[src/rtl/load_store_unit_pkg.sv]
// Shared definitions for the load/store unit: funct3 codes, FSM states, access sizes.
// Latency: n/a (definitions only).
// Backpressure: n/a.
package load_store_unit_pkg;

    localparam logic [2:0] F3_B  = 3'b000;
    localparam logic [2:0] F3_H  = 3'b001;
    localparam logic [2:0] F3_W  = 3'b010;
    localparam logic [2:0] F3_BU = 3'b100;
    localparam logic [2:0] F3_HU = 3'b101;

    typedef enum logic [1:0] {
        ST_IDLE  = 2'd0,
        ST_READ  = 2'd1,
        ST_WRITE = 2'd2,
        ST_RESP  = 2'd3
    } state_t;

    typedef enum logic [1:0] {
        SZ_B = 2'd0,
        SZ_H = 2'd1,
        SZ_W = 2'd2
    } size_t;

    // Access size from funct3. Bit 2 only selects signedness, so it is
    // dropped here; any unlisted code falls through to a word access.
    function automatic size_t f3_size(input logic [2:0] f3);
        case ({1'b0, f3[1:0]})
            F3_B:    return SZ_B;
            F3_H:    return SZ_H;
            default: return SZ_W;
        endcase
    endfunction

    function automatic logic is_misaligned(input size_t sz, input logic [1:0] lane);
        return ((sz == SZ_H) && lane[0]) || ((sz == SZ_W) && (lane != 2'b00));
    endfunction

endpackage

[src/rtl/lsu_align.sv]
// Lane steering: merges store data into a word and extracts/extends load data.
// Latency: combinational.
// Backpressure: none.
module lsu_align
    import load_store_unit_pkg::*;
(
    input  logic [31:0] word,
    input  logic [31:0] wdata,
    input  size_t       st_size,
    input  logic [1:0]  lane,
    input  logic [2:0]  funct3,
    output logic [31:0] merged,
    output logic [31:0] rdata
);

    logic [7:0]  byte_v;
    logic [15:0] half_v;

    assign byte_v = word[{lane, 3'b000} +: 8];
    assign half_v = word[{lane[1], 4'b0000} +: 16];

    // Store merge: replace only the addressed lane(s); a half always uses lane addr[1].
    always_comb begin
        merged = word;
        case (st_size)
            SZ_B:    merged[{lane, 3'b000} +: 8]     = wdata[7:0];
            SZ_H:    merged[{lane[1], 4'b0000} +: 16] = wdata[15:0];
            default: merged = wdata;
        endcase
    end

    // Load extract: pick the lane, then sign- or zero-extend by funct3.
    always_comb begin
        rdata = word;
        case (funct3)
            F3_B:    rdata = {{24{byte_v[7]}}, byte_v};
            F3_H:    rdata = {{16{half_v[15]}}, half_v};
            F3_BU:   rdata = {24'h0, byte_v};
            F3_HU:   rdata = {16'h0, half_v};
            F3_W:    rdata = word;
            default: rdata = word;
        endcase
    end

endmodule

[src/rtl/load_store_unit.sv]
// Core-side load/store initiator for data_memory; sub-word stores via read-modify-write.
// Latency: load/SW respond 2 cycles after accept, SB/SH 3; misaligned trap 1 (MISALIGN_TRAP_EN).
// Backpressure: req_ready low while busy; responses cannot be stalled (one-cycle pulse).
module load_store_unit
    import load_store_unit_pkg::*;
#(
    parameter int N = 8
) (
    input  logic         clk,
    input  logic         rst,
    input  logic         req_valid,
    output logic         req_ready,
    input  logic         req_we,
    input  logic [2:0]   req_funct3,
    input  logic [31:0]  req_addr,
    input  logic [31:0]  req_wdata,
    output logic         resp_valid,
    output logic [31:0]  resp_rdata,
    output logic         resp_err,
    output logic [N-1:0] mem_A,
    output logic [31:0]  mem_WD,
    output logic         mem_WE,
    input  logic [31:0]  mem_RD
);

    state_t      state_q, state_d;
    logic        we_q, we_d;
    logic [2:0]  f3_q, f3_d;
    logic [1:0]  lane_q, lane_d;
    logic [31:0] wdata_q, wdata_d;
    logic [N-1:0] mem_a_q, mem_a_d;
    logic [31:0] mem_wd_q, mem_wd_d;
    logic        mem_we_q, mem_we_d;
    logic        resp_valid_q, resp_valid_d;
    logic [31:0] resp_rdata_q, resp_rdata_d;

    size_t       sz_req, sz_q;
    logic [31:0] merged_word, load_data;
    logic        unused_addr_hi;

    assign unused_addr_hi = ^req_addr[31:N];
    assign sz_req         = f3_size(req_funct3);
    assign sz_q           = f3_size(f3_q);

`ifdef MISALIGN_TRAP_EN
    logic mis_req;
    logic resp_err_q, resp_err_d;
    assign mis_req  = is_misaligned(sz_req, req_addr[1:0]);
    assign resp_err = resp_err_q;
`else
    assign resp_err = 1'b0;
`endif

    lsu_align u_align (
        .word    (mem_RD),
        .wdata   (wdata_q),
        .st_size (sz_q),
        .lane    (lane_q),
        .funct3  (f3_q),
        .merged  (merged_word),
        .rdata   (load_data)
    );

    assign req_ready  = (state_q == ST_IDLE);
    assign resp_valid = resp_valid_q;
    assign resp_rdata = resp_rdata_q;
    assign mem_A      = mem_a_q;
    assign mem_WD     = mem_wd_q;
    assign mem_WE     = mem_we_q;

    // Next-state and next-output decode; all outputs are registered from these.
    always_comb begin
        state_d      = state_q;
        we_d         = we_q;
        f3_d         = f3_q;
        lane_d       = lane_q;
        wdata_d      = wdata_q;
        mem_a_d      = mem_a_q;
        mem_wd_d     = mem_wd_q;
        mem_we_d     = 1'b0;
        resp_valid_d = 1'b0;
        resp_rdata_d = 32'h0;
`ifdef MISALIGN_TRAP_EN
        resp_err_d   = 1'b0;
`endif
        case (state_q)
            ST_IDLE: begin
                if (req_valid) begin
                    we_d    = req_we;
                    f3_d    = req_funct3;
                    lane_d  = req_addr[1:0];
                    wdata_d = req_wdata;
`ifdef MISALIGN_TRAP_EN
                    // Trapped accesses never touch the memory port.
                    if (mis_req) begin
                        state_d      = ST_RESP;
                        resp_valid_d = 1'b1;
                        resp_err_d   = 1'b1;
                    end else
`endif
                    begin
                        mem_a_d = {req_addr[N-1:2], 2'b00};
                        if (req_we && (sz_req == SZ_W)) begin
                            state_d  = ST_WRITE;
                            mem_wd_d = req_wdata;
                            mem_we_d = 1'b1;
                        end else begin
                            state_d  = ST_READ;
                        end
                    end
                end
            end
            ST_READ: begin
                if (we_q) begin
                    state_d  = ST_WRITE;
                    mem_wd_d = merged_word;
                    mem_we_d = 1'b1;
                end else begin
                    state_d      = ST_RESP;
                    resp_valid_d = 1'b1;
                    resp_rdata_d = load_data;
                end
            end
            ST_WRITE: begin
                state_d      = ST_RESP;
                resp_valid_d = 1'b1;
            end
            default: state_d = ST_IDLE;
        endcase
    end

    // State and registered outputs; reset clears mem_WE immediately, aborting any write.
    always_ff @(posedge clk or posedge rst) begin
        if (rst) begin
            state_q      <= ST_IDLE;
            we_q         <= 1'b0;
            f3_q         <= 3'b000;
            lane_q       <= 2'b00;
            wdata_q      <= 32'h0;
            mem_a_q      <= '0;
            mem_wd_q     <= 32'h0;
            mem_we_q     <= 1'b0;
            resp_valid_q <= 1'b0;
            resp_rdata_q <= 32'h0;
`ifdef MISALIGN_TRAP_EN
            resp_err_q   <= 1'b0;
`endif
        end else begin
            state_q      <= state_d;
            we_q         <= we_d;
            f3_q         <= f3_d;
            lane_q       <= lane_d;
            wdata_q      <= wdata_d;
            mem_a_q      <= mem_a_d;
            mem_wd_q     <= mem_wd_d;
            mem_we_q     <= mem_we_d;
            resp_valid_q <= resp_valid_d;
            resp_rdata_q <= resp_rdata_d;
`ifdef MISALIGN_TRAP_EN
            resp_err_q   <= resp_err_d;
`endif
        end
    end

endmodule

[config.mk]
export PLATFORM = sky130hd
export DESIGN_NAME = load_store_unit
export DESIGN_NICKNAME = d
export VERILOG_FILES = /design/src/rtl/load_store_unit_pkg.sv /design/src/rtl/lsu_align.sv /design/src/rtl/load_store_unit.sv
export SDC_FILE = /design/constraint.sdc
export NUM_CORES = 1
export LEC_CHECK = 0
export CAP_MARGIN = 15
export CORE_MARGIN = 4
export CORE_UTILIZATION = 29
export CTS_CLUSTER_DIAMETER = 100
export CTS_CLUSTER_SIZE = 40
export DETAILED_ROUTE_END_ITERATION = 8
export HOLD_SLACK_MARGIN = 0.05
export PLACE_DENSITY_LB_ADDON = 0.25
export RECOVER_POWER = 100
export SLEW_MARGIN = 15
export SYNTH_ARGS = -nofsm -noshare
export SYNTH_HDL_FRONTEND = slang
export SYNTH_SLANG_ARGS = --single-unit
[constraint.sdc]
create_clock -name clk -period 3.55 [get_ports clk]
set_input_delay 0.71 -clock clk [delete_from_list [all_inputs] [get_ports clk]]
set_output_delay 0.71 -clock clk [all_outputs]
set_load 0.02 [all_outputs]
; Word-level counts from Yosys, hierarchy flattened
; Index checks and enable logic that the tools add are counted.
[classes]
n_shift = 6
n_reduce_logical = 9
n_addsub = 2
mux = 22
n_eq_ne = 12
[op_table]
columns = op, n
row1 = $mux W32, 5
row2 = $pmux W32 S2, 2
row3 = $pmux W32 S4, 1
row4 = $bwmux W32, 2
row5 = $shift A16 B7 Y32 const A, 1
row6 = $shift A8 B7 Y32 const A, 1
row7 = $shiftx A16 B7 Y32, 1
row8 = $shiftx A32 B6 Y16, 1
row9 = $shiftx A32 B6 Y8, 1
row10 = $shiftx A8 B7 Y32, 1
row11 = $neg A5 Y7, 2
row12 = $eq A2 B1 Y1 const B, 4
row13 = $logic_not A2 Y1, 4
row14 = $pmux W2 S2, 2
row15 = $eq A3 B3 Y1 const B, 2
row16 = $pmux W2 S3, 1
row17 = $mux W1, 5
row18 = $eq A2 B2 Y1 const B, 2
row19 = $mux W2, 2
row20 = $ne A2 B2 Y1 const B, 2
row21 = $pmux W1 S2, 2
row22 = $reduce_and A4 Y1, 1
row23 = $eq A3 B1 Y1 const B, 1
row24 = $logic_not A3 Y1, 1
row25 = 4 further kinds, 4
[word_totals]
register_bits = 112
elab_cells = 61
out_inout_bits = 76
inputBits = 103

; Depth between registers and ports, before layout
[depth]
word_depth = 7
mapped_depth = 9
depth_no_buf = 6

; By module
; From an unflattened synthesis, not the netlist that was laid out.
[unflattened]
cells_unflattened = 535
area_unflattened_um2 = 6112.1
[by_module_without_submodules]
columns = mod, instances, cells_each, seq_area_each_um2, area_each_um2
row1 = load_store_unit, 1, 296, 2802.7, 4506.8
row2 = lsu_align, 1, 239, 0.0, 1605.3

; Worst setup path after synthesis
; No wires, ideal clock.
[synth_path]
path_kind = reg-to-reg
startpoint = register lane_q[1]
endpoint = register mem_wd_q[28], in the netlist mem_WD[28]
synth_period_minus_slack_ns = 2.055
path_stages_with_launch = 9
t_required_ns = 3.409
n_path_buf = 2
setup_ns = 0.141
slack_ns = 1.495
arrival_ns = 1.915
path_cell_list = dfrtp_1 -> buf_6 -> inv_2 -> ha_1 -> nor4bb_1 -> buf_2 -> a221o_1 -> a221oi_1 -> o31ai_1
[synth_via]
elab_chain_len = 6
word_cells_on_any_way = 11
cone_classes = add/sub: 2 / shift: 4 / mux: 5
[synth_lines]
columns = element, line
row1 = start: declaration, load_store_unit.sv:29  ; logic [1:0] lane_q, lane_d;
row2 = start signal: assignment, load_store_unit.sv:152  ; lane_q <= lane_d;
row3 = "$neg A5 Y7, on equally long branches", "lsu_align.sv:27, lsu_align.sv:26"
row4 = $shiftx A16 B7 Y32 (tied with other cells), lsu_align.sv:27  ; SZ_H: merged[{lane[1], 4'b0000} +: 16] = wdata[15:0];
row5 = "$bwmux W32, on equally long branches", "lsu_align.sv:27, lsu_align.sv:26"
row6 = $pmux W32 S2 (*), lsu_align.sv:25  ; case (st_size)
row7 = $mux W32 (*), load_store_unit.sv:114  ; if (we_q) begin
row8 = $pmux W32 S2 (*), load_store_unit.sv:86  ; case (state_q)
row9 = end signal: assignment, load_store_unit.sv:155  ; mem_wd_q <= mem_wd_d;
row10 = end: declaration, load_store_unit.sv:32  ; logic [31:0] mem_wd_q, mem_wd_d;
; Every way passes the cells marked *; elsewhere a longest branch is shown, timed or not. The select of a mux whose other input is x is not followed.
; A chain may end at the register's enable or synchronous reset.

; Worst setup path after layout
[layout_path]
startpoint = register lane_q[0]
endpoint = register mem_wd_q[27], in the netlist mem_WD[27]
[layout_via]
elab_chain_len = 6
word_cells_on_any_way = 7
cone_classes = add/sub: 1 / shift: 2 / mux: 4
[layout_lines]
columns = element, line
row1 = $neg A5 Y7 (*), lsu_align.sv:26  ; SZ_B: merged[{lane, 3'b000} +: 8] = wdata[7:0];
row2 = $shiftx A8 B7 Y32 or $shift A8 B7 Y32 (tied branches), lsu_align.sv:26
row3 = $bwmux W32 (*), lsu_align.sv:26
row4 = $pmux W32 S2 (*), lsu_align.sv:25
row5 = $mux W32 (*), load_store_unit.sv:114
row6 = $pmux W32 S2 (*), load_store_unit.sv:86
; Marked as above.

==> flow_results.org <==
** Run status
- Result of the run :: completed

** Drt
- Via density :: 5.09
- After the first detailed-routing iteration, the DRC count stood at 342.
- The count of nets left with antenna violations once routing finished came out at 0.
- Residual DRC count :: 0
- Iteration count of the initial detailed-routing pass :: 6
- After detailed routing, the average wire length per cell comes to slightly above 20 um.
- After detailed routing, the total wire length is 18,500 um.
- Summing over every cut layer, the via total after detailed routing is 4,667.

** Floorplan
- Boundary pin count :: 179
- Die Span X :: 148 um
- The floorplan has 50 rows.
- The initial utilization of the core area, before any placement, comes to 29.8%.
- Die outline area :: roughly 0.022 mm^2
- Die Span Y :: 148 um
- After floorplanning, the core was sized to cover around 0.019 mm^2.

** Timing
- Setup TNS :: 0 ns
- Minimum clock period :: 2.85 ns
- The worst pin sits at a relative slew slack of 1.76%.
- Setup violations remaining at the end of the flow were counted as 0.
- The final hold violation count came to 0.
- Period utilization :: about 80%
- Timing would allow up to 351 MHz.
- The max-slew violation total from the final report is 0.
- Min Hold Slack :: 0.480 ns
- Setup repair after global routing left no endpoint under its margin.
- For the final database, setup skew stands at 0.0100 ns.
- At the pin with the least slew margin, the transition time is ~1.5 ns.

** Setup path
- Worst setup path category :: flip-flop to flip-flop
- Internal reg-to-reg setup slack :: 0.70 ns
- STA puts the critical path data arrival time at 3.10 ns.
- In this run the worst path has a maximum fanout of 9.
- At the worst endpoint, the required time is 3.80 ns.
- CP Launch Type :: flip-flop
- STA classifies the critical path endpoint as a flip-flop.

** Global routing
- Antenna violations before repair :: 1
- Overall Global Routing Usage :: 16.9%
- Via count of the first global-routing pass :: between 4,000 and 5,000
- For this run the aggregate overflow at the end of global routing stands at 0.
- The first global-routing pass estimated between 20,000 and 30,000 um of wire.
- Maximum number of pins on one net before global-route repair :: 65

** Yosys
- Fraction of registers with async set/reset :: 100%
- The average instance in the mapped netlist occupies 10.9 um^2.
- Area share of and/or/nand/nor cells after synthesis :: 12.9%
- Portion of netlist area occupied by mux cells :: 14.2%
- Cell with the most instances after synthesis :: dfrtp_1
- Adder and majority gate portion of the synthesized area :: 1.99%
- The share of the Yosys chip area taken by registers is 49.6%.
- The biggest area contributor in the post-synthesis netlist is dfrtp_1.
- The cell count after synthesis came out at ~520.
- After synthesis, the netlist uses 42 different library cells.
- By area the synthesized netlist is led by dfrtp_1 (50%), mux2_2 (9.0%), nand2_1 (6.4%), a221oi_1 (5.1%), o31ai_1 (4.2%).
- The Yosys step of the flow raised 0 warnings.
- Compound-Gate Fraction of Synth Area :: approximately 17%
- Top cells by instance count after synthesis :: dfrtp_1 (112), nand2_1 (96), mux2_2 (45)
- Total standard cell area after synthesis :: 0.00565 mm^2
- Yosys mapped a number of flops with a built-in enable equal to 0.
- Combinational family with the most area after synthesis :: compound AO/OA/AOI/OAI gates
- Synthesis-stage register bit count :: 112
- Proportion of netlist area held by the largest area contributor :: between 40% and 50%
- Most used flip-flop cell after synthesis :: dfrtp_1
- Post-synthesis xor/xnor area fraction :: 0%

** Hold path
- Worst min path class :: flip-flop to flip-flop

** Clocking
- Counting the buffers created by CTS gives 9.
- Post-CTS timing repair inserted 0 buffers for setup.
- Hold bufs inserted after CTS :: 0
- For the worst-skew pair, the clock arrives at the later sink with an insertion delay of 0.36 ns.
- Count of cells resized by post-cts repair :: 0
- Maximum root-to-sink buffer count :: 2
- The tree is rooted in a clkbuf_16.
- Clock-pin slew reported for the worst setup and hold paths after clock tree synthesis :: 0.07 ns
- TritonCTS built the clock tree.
- Clock H-tree levels :: 3
- CTS saw 112 sinks.

** Placement
- Detailed Place HPWL :: 14,000 um
- The congestion estimate from routability-driven global placement came to 0.860.
- Port buffering added 151 buffers.

** Power and ir drop
- Power Dens Cells :: 876 mW/mm^2
- For this design the static power due to leakage is 0.00344 uW.
- VDD sags by at most 0.304 mV.

** Job
- Across the run, the number of max-cap violations was 0.

** Finish
- Number of antenna cells inserted :: 0
- In the final design database the tool counted 764 nets.
- The post-route netlist has 12.2% of its cells at a drive strength greater than 1.
- Compared with the post-synthesis result, the final layout area differs by 35.2%.
## per-layer routing
layer  global-route usage (%)  vias up  part of all wire (%)
met5                        0        -                 0.070
met4                     6.06        2                   2.3
met3                     3.77       28                   6.6
met2                     26.8      167                    46
met1                     22.7     2316                    45
li1                         -     2154                     -
## logic make-up (layout without fill, tap and decap cells)
logic type,Yosys count,in the layout
and+or+nand+nor,165,165
AOI/OAI and AO/OA,121,121
DFF,112,112
muxes,62,62
buffers and inverters,51,185
adders and majority gates,9,9
other,1,3
## worst max-delay path, cell delays in order (launching register included)
cell and delay [ns]:
dfrtp_1 0.52, inv_1 0.15, ha_1 0.35, nor4bb_1 1.03, a221o_1 0.30, a221oi_1 0.08, o31ai_1 0.31
## sequential cells by signal (all words and copies together), names as in the netlist
| register | count |
|---|---|
| mem_WD | 32 |
| resp_rdata | 32 |
| wdata_q | 32 |
| mem_A | 6 |
| f3_q | 3 |
| lane_q | 2 |
| state_q | 2 |
| mem_WE | 1 |
| resp_valid | 1 |
| we_q | 1 |
## final timing paths
kind                                             from                endpoint  cells past startpoint
worst max-delay path            lane_q[0]$_DFFE_PP0P_  mem_WD[27]$_DFFE_PP0P_                      6
worst min-delay path            mem_WD[8]$_DFFE_PP0P_   mem_WD[8]$_DFFE_PP0P_                      2
worst max register to register  lane_q[0]$_DFFE_PP0P_  mem_WD[27]$_DFFE_PP0P_                      6
worst min register to register  mem_WD[8]$_DFFE_PP0P_   mem_WD[8]$_DFFE_PP0P_                      2
max in group asynchronous                         rst   lane_q[1]$_DFFE_PP0P_                      3
min in group asynchronous                         rst    mem_A[6]$_DFFE_PP0P_                      2
## through the flow
step                setup slack [ns]  total power [uW]  util, %  cell area (um^2)  instances
detailed placement             0.746              5820     39.0              7380        901
global placement               0.818              5740     39.0              7380        901
floorplan                       1.48              4500        -              5660        523
global route                   0.408              7140     40.3              7640        917
CTS                            0.719              6910     40.6              7690        917
finish                         0.701              6700     40.3              7640        917
## placed cells by master (no fill, tap or decap), drive strengths merged, types with 13 or more instances in the layout
master	n
dfrtp	112
nand2	96
dlygate4sd3	76
clkdlybuf4s50	75
mux2	45
nor2	38
a221oi	33
o31ai	32
a21oi	24
clkbuf	13
## where the power goes
group | leakage, uW | switching, uW | internal, uW
registers | 0.00141 | 475 | 1820
clock network | 0.000149 | 486 | 570
logic | 0.00189 | 1870 | 1470
total | 0.00344 | 2840 | 3860
## final cells by class
type	instances	area, um^2
Timing Repair Buffer	158	1560
Clock buffer	10	239
Inverter	11	42.5
Tap cell	260	325
Clock inverter	6	68.8
Multi-Input combinational cell	360	2610
Sequential cell	112	2800
Fill cell	1823	11300
Power figures use the tool's default switching activity.
